## src/rtl/alu_shift_pipe.sv

```systemverilog
`default_nettype none
// +----------------------------------------------------------------------------+
// | Module   : alu_shift_pipe                                                  |
// | Purpose  : Two-stage pipelined shift/rotate unit (SHR/SHRA/SHL/ROR/ROL)    |
// |            with valid/ready handshakes on both sides.                      |
// | Option   : ALU_SHIFT_PIPE_FLAGS_EN adds zero_flag and carry_out outputs.   |
// | Revision : 1.0 - initial release                                           |
// +----------------------------------------------------------------------------+
module alu_shift_pipe #(
   parameter int DATA_WIDTH = 32,
   parameter int OP_WIDTH   = 3
) (
   input  logic                  clk,
   input  logic                  rst_n,
   input  logic                  in_valid,
   output logic                  in_ready,
   input  logic [OP_WIDTH-1:0]   op,
   input  logic [DATA_WIDTH-1:0] a,
   input  logic [DATA_WIDTH-1:0] b,
   output logic                  out_valid,
   input  logic                  out_ready,
   output logic [DATA_WIDTH-1:0] z,
   output logic                  op_err
`ifdef ALU_SHIFT_PIPE_FLAGS_EN
   ,
   output logic                  zero_flag,
   output logic                  carry_out
`endif
);

   localparam int AMT_W = 5;

   localparam logic [OP_WIDTH-1:0] OP_SHR  = OP_WIDTH'(0);
   localparam logic [OP_WIDTH-1:0] OP_SHRA = OP_WIDTH'(1);
   localparam logic [OP_WIDTH-1:0] OP_SHL  = OP_WIDTH'(2);
   localparam logic [OP_WIDTH-1:0] OP_ROR  = OP_WIDTH'(3);
   localparam logic [OP_WIDTH-1:0] OP_ROL  = OP_WIDTH'(4);

   // One binary-weighted sub-stage of the log shifter; illegal opcodes pass through.
   function automatic logic [DATA_WIDTH-1:0] f_step(
      input logic [DATA_WIDTH-1:0] d,
      input logic [OP_WIDTH-1:0]   o,
      input logic                  en,
      input int unsigned           k
   );
      logic [DATA_WIDTH-1:0] r;
      r = d;
      if (en) begin
         case (o)
            OP_SHR:  r = d >> k;
            OP_SHRA: r = $unsigned($signed(d) >>> k);
            OP_SHL:  r = d << k;
            OP_ROR:  r = (d >> k) | (d << (DATA_WIDTH - k));
            OP_ROL:  r = (d << k) | (d >> (DATA_WIDTH - k));
            default: r = d;
         endcase
      end
      return r;
   endfunction

   logic [AMT_W-1:0]      w_amt;
   logic                  w_illegal;
   logic [DATA_WIDTH-1:0] w_p1;
   logic [DATA_WIDTH-1:0] w_p2;
   logic [DATA_WIDTH-1:0] w_p4;
   logic [DATA_WIDTH-1:0] w_q8;
   logic [DATA_WIDTH-1:0] w_q16;
   logic                  w_accept;
   logic                  w_s2_free;
   logic                  w_s2_load;
   logic                  w_unused_b;

   logic                  r_s1_valid;
   logic [OP_WIDTH-1:0]   r_s1_op;
   logic [1:0]            r_s1_amt_hi;
   logic [DATA_WIDTH-1:0] r_s1_data;
   logic                  r_s1_err;

   logic                  r_s2_valid;
   logic [DATA_WIDTH-1:0] r_s2_data;
   logic                  r_s2_err;

   assign w_amt      = b[AMT_W-1:0];
   assign w_unused_b = ^b[DATA_WIDTH-1:AMT_W];
   assign w_illegal  = (op > OP_ROL);

   // Stage 1 covers amount bits [2:0]; stage 2 covers [4:3].
   assign w_p1  = f_step(a,    op, w_amt[0], 1);
   assign w_p2  = f_step(w_p1, op, w_amt[1], 2);
   assign w_p4  = f_step(w_p2, op, w_amt[2], 4);
   assign w_q8  = f_step(r_s1_data, r_s1_op, r_s1_amt_hi[0], 8);
   assign w_q16 = f_step(w_q8,      r_s1_op, r_s1_amt_hi[1], 16);

   assign w_s2_free = !r_s2_valid || out_ready;
   assign w_s2_load = r_s1_valid && w_s2_free;
   assign in_ready  = !r_s1_valid || !r_s2_valid || out_ready;
   assign w_accept  = in_valid && in_ready;

   assign out_valid = r_s2_valid;
   assign z         = r_s2_data;
   assign op_err    = r_s2_err;

   always_ff @(posedge clk or negedge rst_n) begin
      if (!rst_n) begin
         r_s1_valid <= 1'b0;
         r_s2_valid <= 1'b0;
      end else begin
         r_s1_valid <= w_accept  || (r_s1_valid && !w_s2_load);
         r_s2_valid <= w_s2_load || (r_s2_valid && !out_ready);
      end
   end

   always_ff @(posedge clk or negedge rst_n) begin
      if (!rst_n) begin
         r_s1_op     <= '0;
         r_s1_amt_hi <= '0;
         r_s1_data   <= '0;
         r_s1_err    <= 1'b0;
      end else if (w_accept) begin
         r_s1_op     <= op;
         r_s1_amt_hi <= w_amt[4:3];
         r_s1_data   <= w_p4;
         r_s1_err    <= w_illegal;
      end
   end

   always_ff @(posedge clk or negedge rst_n) begin
      if (!rst_n) begin
         r_s2_data <= '0;
         r_s2_err  <= 1'b0;
      end else if (w_s2_load) begin
         r_s2_data <= w_q16;
         r_s2_err  <= r_s1_err;
      end
   end

`ifdef ALU_SHIFT_PIPE_FLAGS_EN
   logic [AMT_W-1:0] w_idx_r;
   logic [AMT_W-1:0] w_idx_l;
   logic             w_carry;
   logic             r_s1_carry;
   logic             r_s2_carry;
   logic             r_s2_zero;

   // Last bit leaving the operand: a[amt-1] going right, a[32-amt] going left.
   assign w_idx_r = w_amt - 5'd1;
   assign w_idx_l = 5'd0 - w_amt;

   always_comb begin
      w_carry = 1'b0;
      if (w_amt != 5'd0) begin
         case (op)
            OP_SHR, OP_SHRA, OP_ROR: w_carry = a[w_idx_r];
            OP_SHL, OP_ROL:          w_carry = a[w_idx_l];
            default:                 w_carry = 1'b0;
         endcase
      end
   end

   always_ff @(posedge clk or negedge rst_n) begin
      if (!rst_n) begin
         r_s1_carry <= 1'b0;
      end else if (w_accept) begin
         r_s1_carry <= w_carry;
      end
   end

   always_ff @(posedge clk or negedge rst_n) begin
      if (!rst_n) begin
         r_s2_carry <= 1'b0;
         r_s2_zero  <= 1'b0;
      end else if (w_s2_load) begin
         r_s2_carry <= r_s1_carry;
         r_s2_zero  <= (w_q16 == '0);
      end
   end

   assign carry_out = r_s2_carry;
   assign zero_flag = r_s2_zero;
`endif

endmodule
`default_nettype wire

```

## config.mk

```make
export PLATFORM = sky130hd
export DESIGN_NAME = alu_shift_pipe
export DESIGN_NICKNAME = d
export VERILOG_FILES = /design/src/rtl/alu_shift_pipe.sv
export SDC_FILE = /design/constraint.sdc
export NUM_CORES = 1
export LEC_CHECK = 0
export ABC_AREA = 1
export BUFFER_PORTS_ARGS = -buffer_cell sky130_fd_sc_hd__buf_2
export CAP_MARGIN = 20
export CORE_UTILIZATION = 55
export DETAILED_ROUTE_END_ITERATION = 8
export HOLD_SLACK_MARGIN = 0.08
export PLACE_DENSITY_LB_ADDON = 0.2
export SKIP_LAST_GASP = 1
export SYNTH_ARGS = -nofsm -noshare
export SYNTH_HDL_FRONTEND = slang
export SYNTH_SLANG_ARGS = --single-unit
```

## constraint.sdc

```tcl
create_clock -name clk -period 2.35 [get_ports clk]
set_input_delay 0.1175 -clock clk [delete_from_list [all_inputs] [get_ports clk]]
set_output_delay 0.1175 -clock clk [all_outputs]
set_load 0.02 [all_outputs]
```

==> results of run 1 <==
==> state kept, by name (all words and copies together) (netlist names) <==
signal       count
r_s1_amt_hi      2
out_valid        1
op_err           1
r_s1_op          3
r_s1_data       32
z               32
r_s1_valid       1
r_s1_err         1
==> cells in the final DEF, fill, tap and decap left out <==
cell type,n
a21oi_1,60
a21oi_4,1
a22o_1,7
a31oi_1,2
buf_12,7
buf_2,78
buf_4,23
bufinv_16,3
clkbuf_16,9
clkbuf_8,3
clkinv_1,2
clkinvlp_4,1
dfrtp_1,73
dlygate4sd3_1,5
inv_1,54
inv_2,6
nand2_1,344
nand2_2,5
nand2_4,1
nand3_1,208
nand3_2,20
nand4_1,1
nor2_1,39
nor2_2,4
nor2_4,2
nor3_1,15
nor3_2,2
o211ai_1,5
o21ai_0,67
o21ai_1,9
o21ai_2,1
o21ai_4,1
o221ai_1,14
o22a_1,1
o22ai_1,7
or2_1,13
or2_2,3
or2_4,4
==> what timing repair did <==
item	in CTS	in global routing
hold endpoints to repair	38	0
hold buffers	5	0
setup buffers	0	0
==> worst min-delay path by stage <==
| stage | to | slack [ns] |
|---|---|---|
| 2_1_floorplan | op_err$_DFFE_PN0P_ | -0.18 |
| 3_3_place_gp | r_s1_valid$_DFF_PN0_ | 0.23 |
| 3_5_place_dp | out_valid$_DFF_PN0_ | 0.23 |
| 4_1_cts | r_s1_op[2]$_DFFE_PN0P_ | 0.14 |
| 5_1_grt | r_s1_op[0]$_DFFE_PN0P_ | 0.19 |
| 6_report | r_s1_op[2]$_DFFE_PN0P_ | 0.15 |
==> kinds of logic (layout without fill, tap and decap cells) <==
group	Yosys count	count (layout)	share of synthesized area
AO/OA/AOI/OAI	175	175	0.158
buffers and inverters	127	191	0.0867
AND/OR/NAND/NOR	661	661	0.470
flip-flops	73	73	0.286
==> cell type report <==
| cell class | instances | share of cell area |
|---|---|---|
| multi-input combinational | 836 | 0.545 |
| sequential | 73 | 0.248 |
| timing repair buffer | 113 | 0.102 |
| clock buffer | 12 | 0.0362 |
| inverter | 62 | 0.0316 |
| tap | 143 | 0.0243 |
| clock inverter | 4 | 0.0132 |
==> metrics by stage <==
step,util,hold slack [ns],setup slack [ns],instances,cell area [sq um]
after floorplan,-,-0.178,0.634,1036,6390
after global placement,0.612,0.226,0.416,1222,6960
after detailed placement,0.612,0.230,0.346,1222,6960
after CTS,0.648,0.138,0.306,1243,7370
after global routing,0.648,0.194,0.117,1243,7370
final,0.648,0.153,0.257,1243,7370
==> worst min-delay path: stages <==
cell and delay (ns):
buf_2 0.17, nand2_1 0.08, o21ai_0 0.06
==> power groups by stage <==
| stage | combinational [W] | sequential [W] | clock, W |
|---|---|---|---|
| after floorplan | 0.00134 | 0.00199 | 0 |
| after global placement | 0.00219 | 0.00181 | 0 |
| after CTS | 0.00225 | 0.00179 | 0.00163 |
| after global routing | 0.00255 | 0.00185 | 0.00168 |
| after detailed placement | 0.00223 | 0.00181 | 0 |
| final | 0.00228 | 0.00180 | 0.00161 |
==> routing by layer <==
layer / GRT usage / routed length (um)
met1: 0.449 / 8470
met2: 0.536 / 8900
met3: 0.0356 / 1160
met4: 0.140 / 570
met5: 0 / 0
==> results.json, run 1 <==
{
  "status": "completed",
  "hold_start": "op[2]",
  "max_freq_mhz": 478,
  "cts_tree": "done",
  "grt_setup_unrepaired": "false",
  "synth_area_sq_um": 6390,
  "critPathTopFamily": "compound AO/OA/AOI/OAI gates",
  "arrival_ns": 2.31,
  "crit_fanout": 16,
  "clock_power_share": 0.283,
  "critPathBufInv": 3,
  "start_kind": "flip-flop",
  "grt_max_degree": 62,
  "r2r_end": "z[31]$_DFFE_PN0P_",
  "layout-drive-gt1-share": 0.158,
  "die_width_um": 110,
  "endpoint_kind": "flip-flop",
  "syn-mean-instance-area_sq_um": 6.17,
  "ios": 106,
  "p_total_w": 0.00568,
  "seqPwrFrac": 0.316,
  "multi_input_area_sq_um": 4010,
  "root_buffer": "clkbuf_16",
  "coreArea_sq_um": 11400,
  "hold_path_class": "input pin to flip-flop",
  "synth_top_flop_cell": "dfrtp_1",
  "synthesis.nets": 1107,
  "die_y_um": 110,
  "synthCells": 1036,
  "n_antenna_cell": 0,
  "setup_viol": 0,
  "yosysMostFrequentCell": "nand2_1",
  "cts.sinks": 73,
  "ff2ff_setup_slack_ns": 0.26,
  "p_sw_frac": 0.391,
  "cts.clk_slew.worst_paths_ns": 0.05,
  "max_slew_margin": 0.483,
  "gr-total-overflow": 0,
  "maxCapViolations": 0,
  "ys_warn_count": 0,
  "power.static_leakage_nw": 3.72,
  "grt_first_pass_wirelength_mm": 31.2,
  "r2r_cells": 8,
  "via_count": 7235,
  "comb_power_share": 0.401,
  "worst-slew-pin-transition_ns": 0.775,
  "viasPerCell": 5.82,
  "finalCritPeriodShare": 0.891,
  "cpMaxStageDelayCell": "nor2_2",
  "area_delta_synth_final_pct": 15.3,
  "gp_congestion": 0.931,
  "clock_skew_ns": 0.00691,
  "nNetsFinal": 1166,
  "synth_top_cells_by_count": "345 x nand2_1, 208 x nand3_1, 73 x dfrtp_1",
  "r2r_start": "r_s1_op[1]$_DFFE_PN0P_",
  "seq_area_frac_synth": 0.286,
  "totalWireLength_mm": 19.1,
  "fin_tns_setup_ns": 0,
  "grt_usage": 0.332,
  "dr.pass1.iters": 8,
  "cp_cell_sequence": "o21ai_2 > buf_4 > inv_2 > nor2_2 > inv_2 > nor2_2 > o21ai_0 > a22o_1",
  "internal-power_w": 0.00346,
  "cp_num_cells": 8,
  "startpoint": "r_s1_op[1]$_DFFE_PN0P_",
  "antenna_found_initial": 0,
  "switching_power_w": 0.00222,
  "first_global_vias": 6383,
  "synthTopCellsByArea": "dfrtp_1 29%, nand2_1 20%, nand3_1 16%, o21ai_0 5.2%, a21oi_1 4.7%",
  "drtAntennaViolNets": 0,
  "async_flop_share": 1.00,
  "htree_levels": 3,
  "rows": 39,
  "cpPeakStageDelay_ns": 0.47,
  "ys_ff_latch": 73,
  "synth_area_leader_cell": "dfrtp_1",
  "regArea_sq_um": 1830,
  "drv_slew": 0,
  "ir_worst_vdd_mv": 1.02,
  "clk_path_buf_depth": 2,
  "drc_errors": 0,
  "first_iter_violations": 591,
  "fillers": 1104,
  "start_util": 0.562,
  "synth_edf_count": 0,
  "dpl.hpwl_mm": 14.1,
  "path_class": "flip-flop to flip-flop",
  "clock_latency_ns": 0.33,
  "fin_crit_ns": 2.09,
  "crit_required_ns": 2.56,
  "finalHoldViolCount": 0,
  "wl_per_cell_um": 15.4,
  "synth_top_area_share": 0.286,
  "crit_path_end": "z[31]$_DFFE_PN0P_",
  "whs_path_depth": 3,
  "die_area_sq_um": 12100,
  "io_buffers": 78,
  "numCtsBuffers": 9,
  "ctsResizeCount": 0,
  "powerDensity_nw_per_um2": 771,
  "synth.distinct_cells": 35
}
(Power assumes the default switching activity.)
==> run 2: changes to the inputs <==
--- a/config.mk
+++ b/config.mk
@@ -8,7 +8,8 @@
 export ABC_AREA = 1
 export BUFFER_PORTS_ARGS = -buffer_cell sky130_fd_sc_hd__buf_2
 export CAP_MARGIN = 20
-export CORE_UTILIZATION = 55
+export CORE_MARGIN = 3
+export CORE_UTILIZATION = 52
 export DETAILED_ROUTE_END_ITERATION = 8
 export HOLD_SLACK_MARGIN = 0.08
 export PLACE_DENSITY_LB_ADDON = 0.2
==> constraint.sdc (replaced) <==
create_clock -name clk -period 1.7 [get_ports clk]
set_input_delay 0.085 -clock clk [delete_from_list [all_inputs] [get_ports clk]]
set_output_delay 0.085 -clock clk [all_outputs]
set_load 0.02 [all_outputs]
==> results.json, run 2 (synthesis gave the netlist of run 1 again) <==
{
  "status": "complete, but fails checks",
  "violations": "negative setup slack",
  "first_global_vias": 6750,
  "n_antenna_cell": 0,
  "htree_levels": 3,
  "endpoint_kind": "flip-flop",
  "numCtsBuffers": 9,
  "critPathTopFamily": "compound AO/OA/AOI/OAI gates",
  "arrival_ns": 1.99,
  "switching_power_w": 0.00337,
  "viasPerCell": 5.84,
  "drv_slew": 0,
  "gr-total-overflow": 0,
  "cpMaxStageDelayCell": "dfrtp_1",
  "layout-drive-gt1-share": 0.218,
  "clock_skew_ns": 0.00508,
  "internal-power_w": 0.00473,
  "met1_length_mm": 9.25,
  "cp_cell_sequence": "o21ai_2 > nand2_2 > clkinv_4 > buf_8 > buf_4 > o21ai_0 > nor2_1 > o21ai_1 > nand2_1",
  "nNetsFinal": 1221,
  "mostFrequentLayoutCells": "343 x nand2_1, 206 x nand3_1, 78 x buf_2",
  "max_freq_mhz": 567,
  "seqPwrFrac": 0.312,
  "power.static_leakage_nw": 4.00,
  "wl_met2_mm": 9.88,
  "max_slew_margin": 0.730,
  "grt_usage": 0.307,
  "rows": 39,
  "maxUsedRoutingLayer": "met4",
  "antenna_found_initial": 0,
  "dp.cells": 1268,
  "crit_fanout": 11,
  "root_buffer": "clkbuf_16",
  "gp_congestion": 0.962,
  "cts.sinks": 73,
  "start_util": 0.546,
  "final_cell_count_no_fill": 1298,
  "via_count": 7584,
  "met3WireLength_mm": 1.87,
  "powerDensity_nw_per_um2": 1020,
  "cts.clk_slew.worst_paths_ns": 0.06,
  "first_iter_violations": 956,
  "clk_path_buf_depth": 2,
  "finalHoldViolCount": 0,
  "die_area_sq_um": 13700,
  "fin_crit_ns": 1.76,
  "grt_setup_unrepaired": "true",
  "coreArea_sq_um": 11700,
  "dpl_cell_area_sq_um": 7330,
  "hold_path_class": "input pin to flip-flop",
  "wl_per_cell_um": 16.4,
  "area_delta_synth_final_pct": 24.2,
  "finalCritPeriodShare": 1.04,
  "maxCapViolations": 0,
  "p_sw_frac": 0.416,
  "clock_latency_ns": 0.34,
  "start_kind": "flip-flop",
  "dr.pass1.iters": 5,
  "setup_ws_ns": -0.0644,
  "clock_power_share": 0.229,
  "critPathBufInv": 3,
  "ir_worst_vdd_mv": 0.767,
  "drc_errors": 0,
  "ios": 106,
  "path_class": "flip-flop to flip-flop",
  "mostFrequentLayoutCell": "nand2_1",
  "comb_power_share": 0.459,
  "dpl.hpwl_mm": 15.6,
  "grt_first_pass_wirelength_mm": 33.5,
  "drtAntennaViolNets": 0,
  "die_y_um": 117,
  "totalWireLength_mm": 21.3,
  "io_buffers": 78,
  "setup_viol": 15,
  "die_width_um": 117,
  "design_area_sq_um": 7940,
  "crit_required_ns": 1.92,
  "worst-slew-pin-transition_ns": 0.404,
  "cts_tree": "done",
  "grt_max_degree": 74,
  "cpPeakStageDelay_ns": 0.41
}
[run 2: cell count changes in the layout (fill, tap and decap cells not counted), sizes merged]
cell,change
buf,+54
bufinv,-2
clkbuf,+2
clkinv,+3
inv,-2
[run 2: what timing repair did]
| item | CTS | global route |
|---|---|---|
| endpoints found under the hold margin | 77 | 0 |
| pin swaps | 0 | 18 |
| buffers inserted | 4 | 5 |
| gates cloned | 0 | 1 |
| resized for setup | 19 | 69 |
| hold buffers | 5 | 0 |
| setup endpoints to repair | 16 | 32 |
[run 2: worst reg2reg max path: cells and delay by family (launching register included)]
family	cells	cell delay, ns
DFF	1	0.41
AOI/OAI and AO/OA	3	0.48
buffers and inverters	3	0.42
and+or+nand+nor	3	0.33
[run 2: final cells by class]
| cell class | count | area [sq um] |
|---|---|---|
| Clock buffer | 13 | 250 |
| Clock inverter | 3 | 40.0 |
| Fill cell | 1065 | 3770 |
| Inverter | 62 | 249 |
| Multi-Input combinational cell | 836 | 4150 |
| Sequential cell | 73 | 1830 |
| Tap cell | 143 | 179 |
| Timing Repair Buffer | 168 | 1250 |
[run 2: layer usage]
| layer | up-vias | track usage |
|---|---|---|
| met3 | 39 | 0.0617 |
| li1 | 3719 | - |
| met4 | 0 | 0.0627 |
| met5 | - | 0 |
| met1 | 3452 | 0.437 |
| met2 | 374 | 0.488 |
[run 2: through the flow]
step	worst slack (ns)	utilization	hold WS, ns	TNS [ns]	power (W)
3_3_place_gp	-0.0177	0.626	0.139	-0.0192	0.00580
6_report	-0.0644	0.678	0.240	-0.422	0.00810
5_1_grt	-0.180	0.678	0.263	-3.52	0.00860
3_5_place_dp	-0.0574	0.626	0.140	-0.480	0.00586
2_1_floorplan	0.0223	-	-0.211	0	0.00461
4_1_cts	-0.0143	0.659	0.241	-0.0270	0.00780
[run 2: power groups by stage]
stage | sequential, W | clock (W) | combinational [W]
2_1_floorplan | 0.00275 | 0 | 0.00186
3_3_place_gp | 0.00251 | 0 | 0.00329
3_5_place_dp | 0.00252 | 0 | 0.00335
4_1_cts | 0.00250 | 0.00186 | 0.00344
5_1_grt | 0.00256 | 0.00196 | 0.00408
6_report | 0.00253 | 0.00186 | 0.00372
[run 2: final timing paths]
kind / startpoint / end / slack (ns) / cells after the start
worst max-delay path: r_s1_op[1]$_DFFE_PN0P_ / z[2]$_DFFE_PN0P_ / -0.06 / 9
worst min-delay path: op[0] / r_s1_op[0]$_DFFE_PN0P_ / 0.24 / 4
worst max register to register: r_s1_op[1]$_DFFE_PN0P_ / z[2]$_DFFE_PN0P_ / -0.06 / 9
worst min register to register: z[16]$_DFFE_PN0P_ / z[16]$_DFFE_PN0P_ / 0.47 / 2
max in group asynchronous: rst_n / z[1]$_DFFE_PN0P_ / 1.09 / 3
min in group asynchronous: rst_n / r_s1_op[1]$_DFFE_PN0P_ / 0.31 / 3
==> run 3: changes to the inputs <==
--- a/config.mk
+++ b/config.mk
@@ -5,11 +5,10 @@
 export SDC_FILE = /design/constraint.sdc
 export NUM_CORES = 1
 export LEC_CHECK = 0
-export ABC_AREA = 1
 export BUFFER_PORTS_ARGS = -buffer_cell sky130_fd_sc_hd__buf_2
 export CAP_MARGIN = 20
 export CORE_MARGIN = 3
-export CORE_UTILIZATION = 52
+export CORE_UTILIZATION = 53
 export DETAILED_ROUTE_END_ITERATION = 8
 export HOLD_SLACK_MARGIN = 0.08
 export PLACE_DENSITY_LB_ADDON = 0.2
==> results.json, run 3 <==
{
  "syn-mean-instance-area_sq_um": 7.42,
  "gp_congestion": 1.08,
  "synthTopCellsByArea": "dfrtp_1 27%, nor2_1 9.2%, a221oi_1 6.0%, nand2_1 4.5%, a21oi_1 3.8%",
  "grt_max_degree": 74,
  "synth_edf_count": 0,
  "ios": 106,
  "synth_area_leader_cell": "dfrtp_1",
  "root_buffer": "clkbuf_16",
  "synth_top_cells_by_count": "164 x nor2_1, 80 x nand2_1, 73 x dfrtp_1",
  "yosysMostFrequentCell": "nor2_1",
  "crit_endpoint": "z[3]$_DFFE_PN0P_/D",
  "seq_area_frac_synth": 0.273,
  "grt_usage": 0.755,
  "io_buffers": 78,
  "dpl_cell_area_sq_um": 8860,
  "synth_top_flop_cell": "dfrtp_1",
  "die_width_um": 118,
  "numCtsBuffers": 9,
  "gr-total-overflow": 12,
  "dpl.hpwl_mm": 23.5,
  "synth_top_area_share": 0.273,
  "cts.sinks": 73,
  "die_y_um": 118,
  "synthCells": 901,
  "clk_path_buf_depth": 2,
  "synth_area_sq_um": 6680,
  "worst-ep-kind": "register input",
  "status": "stopped before the end",
  "post-place-ws_ns": -0.607,
  "ys_warn_count": 0,
  "synthesis.nets": 972,
  "synth.distinct_cells": 79,
  "start_util": 0.549,
  "htree_levels": 3,
  "lastStage": "global routing",
  "rows": 40,
  "ys_ff_latch": 73,
  "error_line": "[ERROR GRT-0232] Routing congestion too high. Check the congestion heatmap in the GUI.",
  "async_flop_share": 1.00
}
-- run 3: cell types whose count changed after synthesis, moves of 20 or more --
cell,change
nand2_1,-265
o21ai_0,-20
a221oi_1,+46
nand2b_1,+20
nand3_1,-193
inv_1,-25
o22ai_1,+26
nor2_1,+125
a31oi_1,+23
nand3_2,-20
-- run 3: repair_timing --
item,in CTS
hold buffers,5
gates cloned,4
hold endpoints to repair,77
buffers inserted,17
gates resized for setup,77
pin swaps,49
setup endpoints to repair,51
-- run 3: per-layer routing --
layer | GRT overflow | GRT usage
met5 | 0 | 0.301
met4 | 6 | 0.744
met3 | 0 | 0.616
met2 | 6 | 0.894
met1 | 0 | 0.768
-- run 3: through the flow --
stage                     utilization  instances  hold WS [ns]
after floorplan                     -        901        -0.211
after global placement          0.728       1300         0.136
after detailed placement        0.728       1301         0.140
after CTS                       0.805       1343         0.197
-- run 3: logic make-up after synthesis --
group	share of synthesized area
DFF	0.273
muxes	0.0258
AOI/OAI and AO/OA	0.376
buffers and inverters	0.0770
xor gates and xnor gates	0.00674
and+or+nand+nor	0.241
==> run 4: changes to the inputs <==
--- a/config.mk
+++ b/config.mk
@@ -8,10 +8,9 @@
 export BUFFER_PORTS_ARGS = -buffer_cell sky130_fd_sc_hd__buf_2
 export CAP_MARGIN = 20
 export CORE_MARGIN = 3
-export CORE_UTILIZATION = 53
+export CORE_UTILIZATION = 40
 export DETAILED_ROUTE_END_ITERATION = 8
-export HOLD_SLACK_MARGIN = 0.08
-export PLACE_DENSITY_LB_ADDON = 0.2
+export PLACE_DENSITY_LB_ADDON = 0.15
 export SKIP_LAST_GASP = 1
 export SYNTH_ARGS = -nofsm -noshare
 export SYNTH_HDL_FRONTEND = slang
==> constraint.sdc (replaced) <==
create_clock -name clk -period 2.2 [get_ports clk]
set_input_delay 0.11 -clock clk [delete_from_list [all_inputs] [get_ports clk]]
set_output_delay 0.11 -clock clk [all_outputs]
set_load 0.02 [all_outputs]
==> results.json, run 4 <==
{
  "synth_top_area_share": 0.273,
  "rows": 46,
  "drtAntennaViolNets": 0,
  "dr.pass1.iters": 6,
  "synthTopCellsByArea": "dfrtp_1 27%, nor2_1 9.2%, a221oi_1 6.0%, nand2_1 4.5%, a21oi_1 3.8%",
  "synth_top_flop_cell": "dfrtp_1",
  "crit_fanout": 24,
  "first_iter_violations": 937,
  "n_antenna_cell": 0,
  "path_class": "flip-flop to flip-flop",
  "syn-mean-instance-area_sq_um": 7.42,
  "numCtsBuffers": 9,
  "clock_latency_ns": 0.34,
  "whs_path_depth": 3,
  "ys_ff_latch": 73,
  "ff2ff_setup_slack_ns": 0.15,
  "mostFrequentLayoutCells": "163 x nor2_1, 98 x buf_4, 80 x nand2_1",
  "synthCells": 901,
  "r2r_end": "z[3]$_DFFE_PN0P_",
  "cpPeakStageDelay_ns": 0.38,
  "fin_crit_ns": 2.05,
  "arrival_ns": 2.27,
  "synth.distinct_cells": 79,
  "grt_setup_unrepaired": "false",
  "power.static_leakage_nw": 3.47,
  "gp_congestion": 1.02,
  "cts_tree": "done",
  "status": "completed",
  "cts.clk_slew.worst_paths_ns": 0.06,
  "fin_tns_setup_ns": 0,
  "cts.sinks": 73,
  "critPathTopFamily": "compound AO/OA/AOI/OAI gates",
  "post-place-ws_ns": 0.0269,
  "nNetsFinal": 1091,
  "max_slew_margin": 0.517,
  "crit_required_ns": 2.42,
  "drc_errors": 0,
  "area_delta_synth_final_pct": 23.6,
  "ios": 106,
  "synth_edf_count": 0,
  "critPathBufInv": 2,
  "seq_area_frac_synth": 0.273,
  "r2r_start": "r_s1_op[0]$_DFFE_PN0P_",
  "start_util": 0.415,
  "setup_ws_ns": 0.149,
  "finalCritPeriodShare": 0.932,
  "die_area_sq_um": 18300,
  "yosysMostFrequentCell": "nor2_1",
  "synth_area_leader_cell": "dfrtp_1",
  "synthesis.nets": 972,
  "antenna_found_initial": 0,
  "die_y_um": 135,
  "mostFrequentLayoutCell": "nor2_1",
  "drv_slew": 0,
  "io_buffers": 78,
  "maxCapViolations": 0,
  "wl_per_cell_um": 23.7,
  "synth_area_sq_um": 6680,
  "max_freq_mhz": 488,
  "fillers": 1622,
  "coreArea_sq_um": 16100,
  "r2r_cells": 8,
  "setup_viol": 0,
  "grt_usage": 0.317,
  "async_flop_share": 1.00,
  "grt_first_pass_wirelength_mm": 44.9,
  "ir_worst_vdd_mv": 0.414,
  "synth_top_cells_by_count": "164 x nor2_1, 80 x nand2_1, 73 x dfrtp_1",
  "cpMaxStageDelayCell": "dfrtp_1",
  "totalWireLength_mm": 29.3,
  "powerDensity_nw_per_um2": 783,
  "hold_path_class": "input pin to flip-flop",
  "viasPerCell": 6.45,
  "worst-slew-pin-transition_ns": 0.721,
  "root_buffer": "clkbuf_16",
  "grt_max_degree": 74,
  "finalHoldViolCount": 0,
  "start_kind": "flip-flop",
  "clock_skew_ns": 0.00780,
  "hold_start": "in_valid",
  "htree_levels": 3,
  "endpoint_kind": "flip-flop",
  "dpl.hpwl_mm": 22.6,
  "p_total_w": 0.00647,
  "die_width_um": 135,
  "cp_cell_sequence": "buf_4 > nand2b_1 > nor2b_1 > buf_12 > a221oi_1 > nor2_1 > a221oi_1 > nor2_1",
  "ys_warn_count": 0,
  "via_count": 8004,
  "min_to": "r_s1_valid$_DFF_PN0_",
  "gr-total-overflow": 0,
  "first_global_vias": 7525,
  "layout-drive-gt1-share": 0.236,
  "clk_path_buf_depth": 2
}
==> run 4: area by class of cell <==
| cell class | count | area, sq um | area share |
|---|---|---|---|
| multi-input cells | 717 | 4350 | 0.527 |
| flip-flops and latches | 73 | 1830 | 0.221 |
| repair buffers | 190 | 1380 | 0.167 |
| well taps | 216 | 270 | 0.0327 |
| clock buffers | 10 | 239 | 0.0289 |
| inverters | 29 | 109 | 0.0132 |
| clock inverters | 5 | 78.8 | 0.00955 |
==> run 4: cells by family after synthesis <==
family / synth area share
AOI/OAI and AO/OA: 0.376
xor gates and xnor gates: 0.00674
buffers and inverters: 0.0770
DFF: 0.273
muxes: 0.0258
and+or+nand+nor: 0.241
==> run 4: worst max-delay path by stage <==
stage / startpoint / to / slack, ns / cells past startpoint
after floorplan: r_s1_op[1]$_DFFE_PN0P_ / z[5]$_DFFE_PN0P_ / 0.38 / 8
after global placement: op[1] / r_s1_data[6]$_DFFE_PN0P_ / 0.03 / 9
after detailed placement: op[1] / r_s1_data[27]$_DFFE_PN0P_ / 0.03 / 7
after CTS: r_s1_op[0]$_DFFE_PN0P_ / z[10]$_DFFE_PN0P_ / 0.04 / 5
after global routing: r_s1_op[0]$_DFFE_PN0P_ / z[1]$_DFFE_PN0P_ / 0.03 / 8
final: r_s1_op[0]$_DFFE_PN0P_ / z[3]$_DFFE_PN0P_ / 0.15 / 8
==> run 4: stage by stage <==
step	utilization	hold WS (ns)	instances	instance area, sq um
after CTS	0.511	0.0275	1239	8240
after detailed placement	0.490	0.157	1221	7890
after global routing	0.512	0.0556	1240	8260
final	0.512	0.0265	1240	8260
after global placement	0.490	0.151	1221	7890
after floorplan	-	-0.186	901	6680
==> run 4: report_power, final <==
part	leakage, nW	internal (W)	switching [W]	total, W
registers	0.840	0.00169	0.000339	0.00203
logic	2.48	0.00109	0.00174	0.00283
clock network	0.159	0.00102	0.000586	0.00160
==> run 4: what timing repair did <==
action,4_1_cts,5_1_grt
hold buffers,3,0
hold endpoints to repair,75,0
buffers inserted,0,0
gates resized for setup,0,2
setup endpoints to repair,0,4
==> run 4: metal layers <==
| metal | share of wire | global-route usage | vias to the layer above |
|---|---|---|---|
| li1 | - | - | 3656 |
| met1 | 0.42 | 0.437 | 3860 |
| met2 | 0.44 | 0.486 | 412 |
| met3 | 0.089 | 0.0605 | 76 |
| met4 | 0.044 | 0.133 | 0 |
| met5 | 0 | 0 | - |
==> run 4: worst reg2reg max path: stages (launching register included) <==
cell and delay [ns]:
dfrtp_1 0.38, buf_4 0.20, nand2b_1 0.17, nor2b_1 0.16, buf_12 0.16, a221oi_1 0.30, nor2_1 0.13, a221oi_1 0.36
nor2_1 0.07
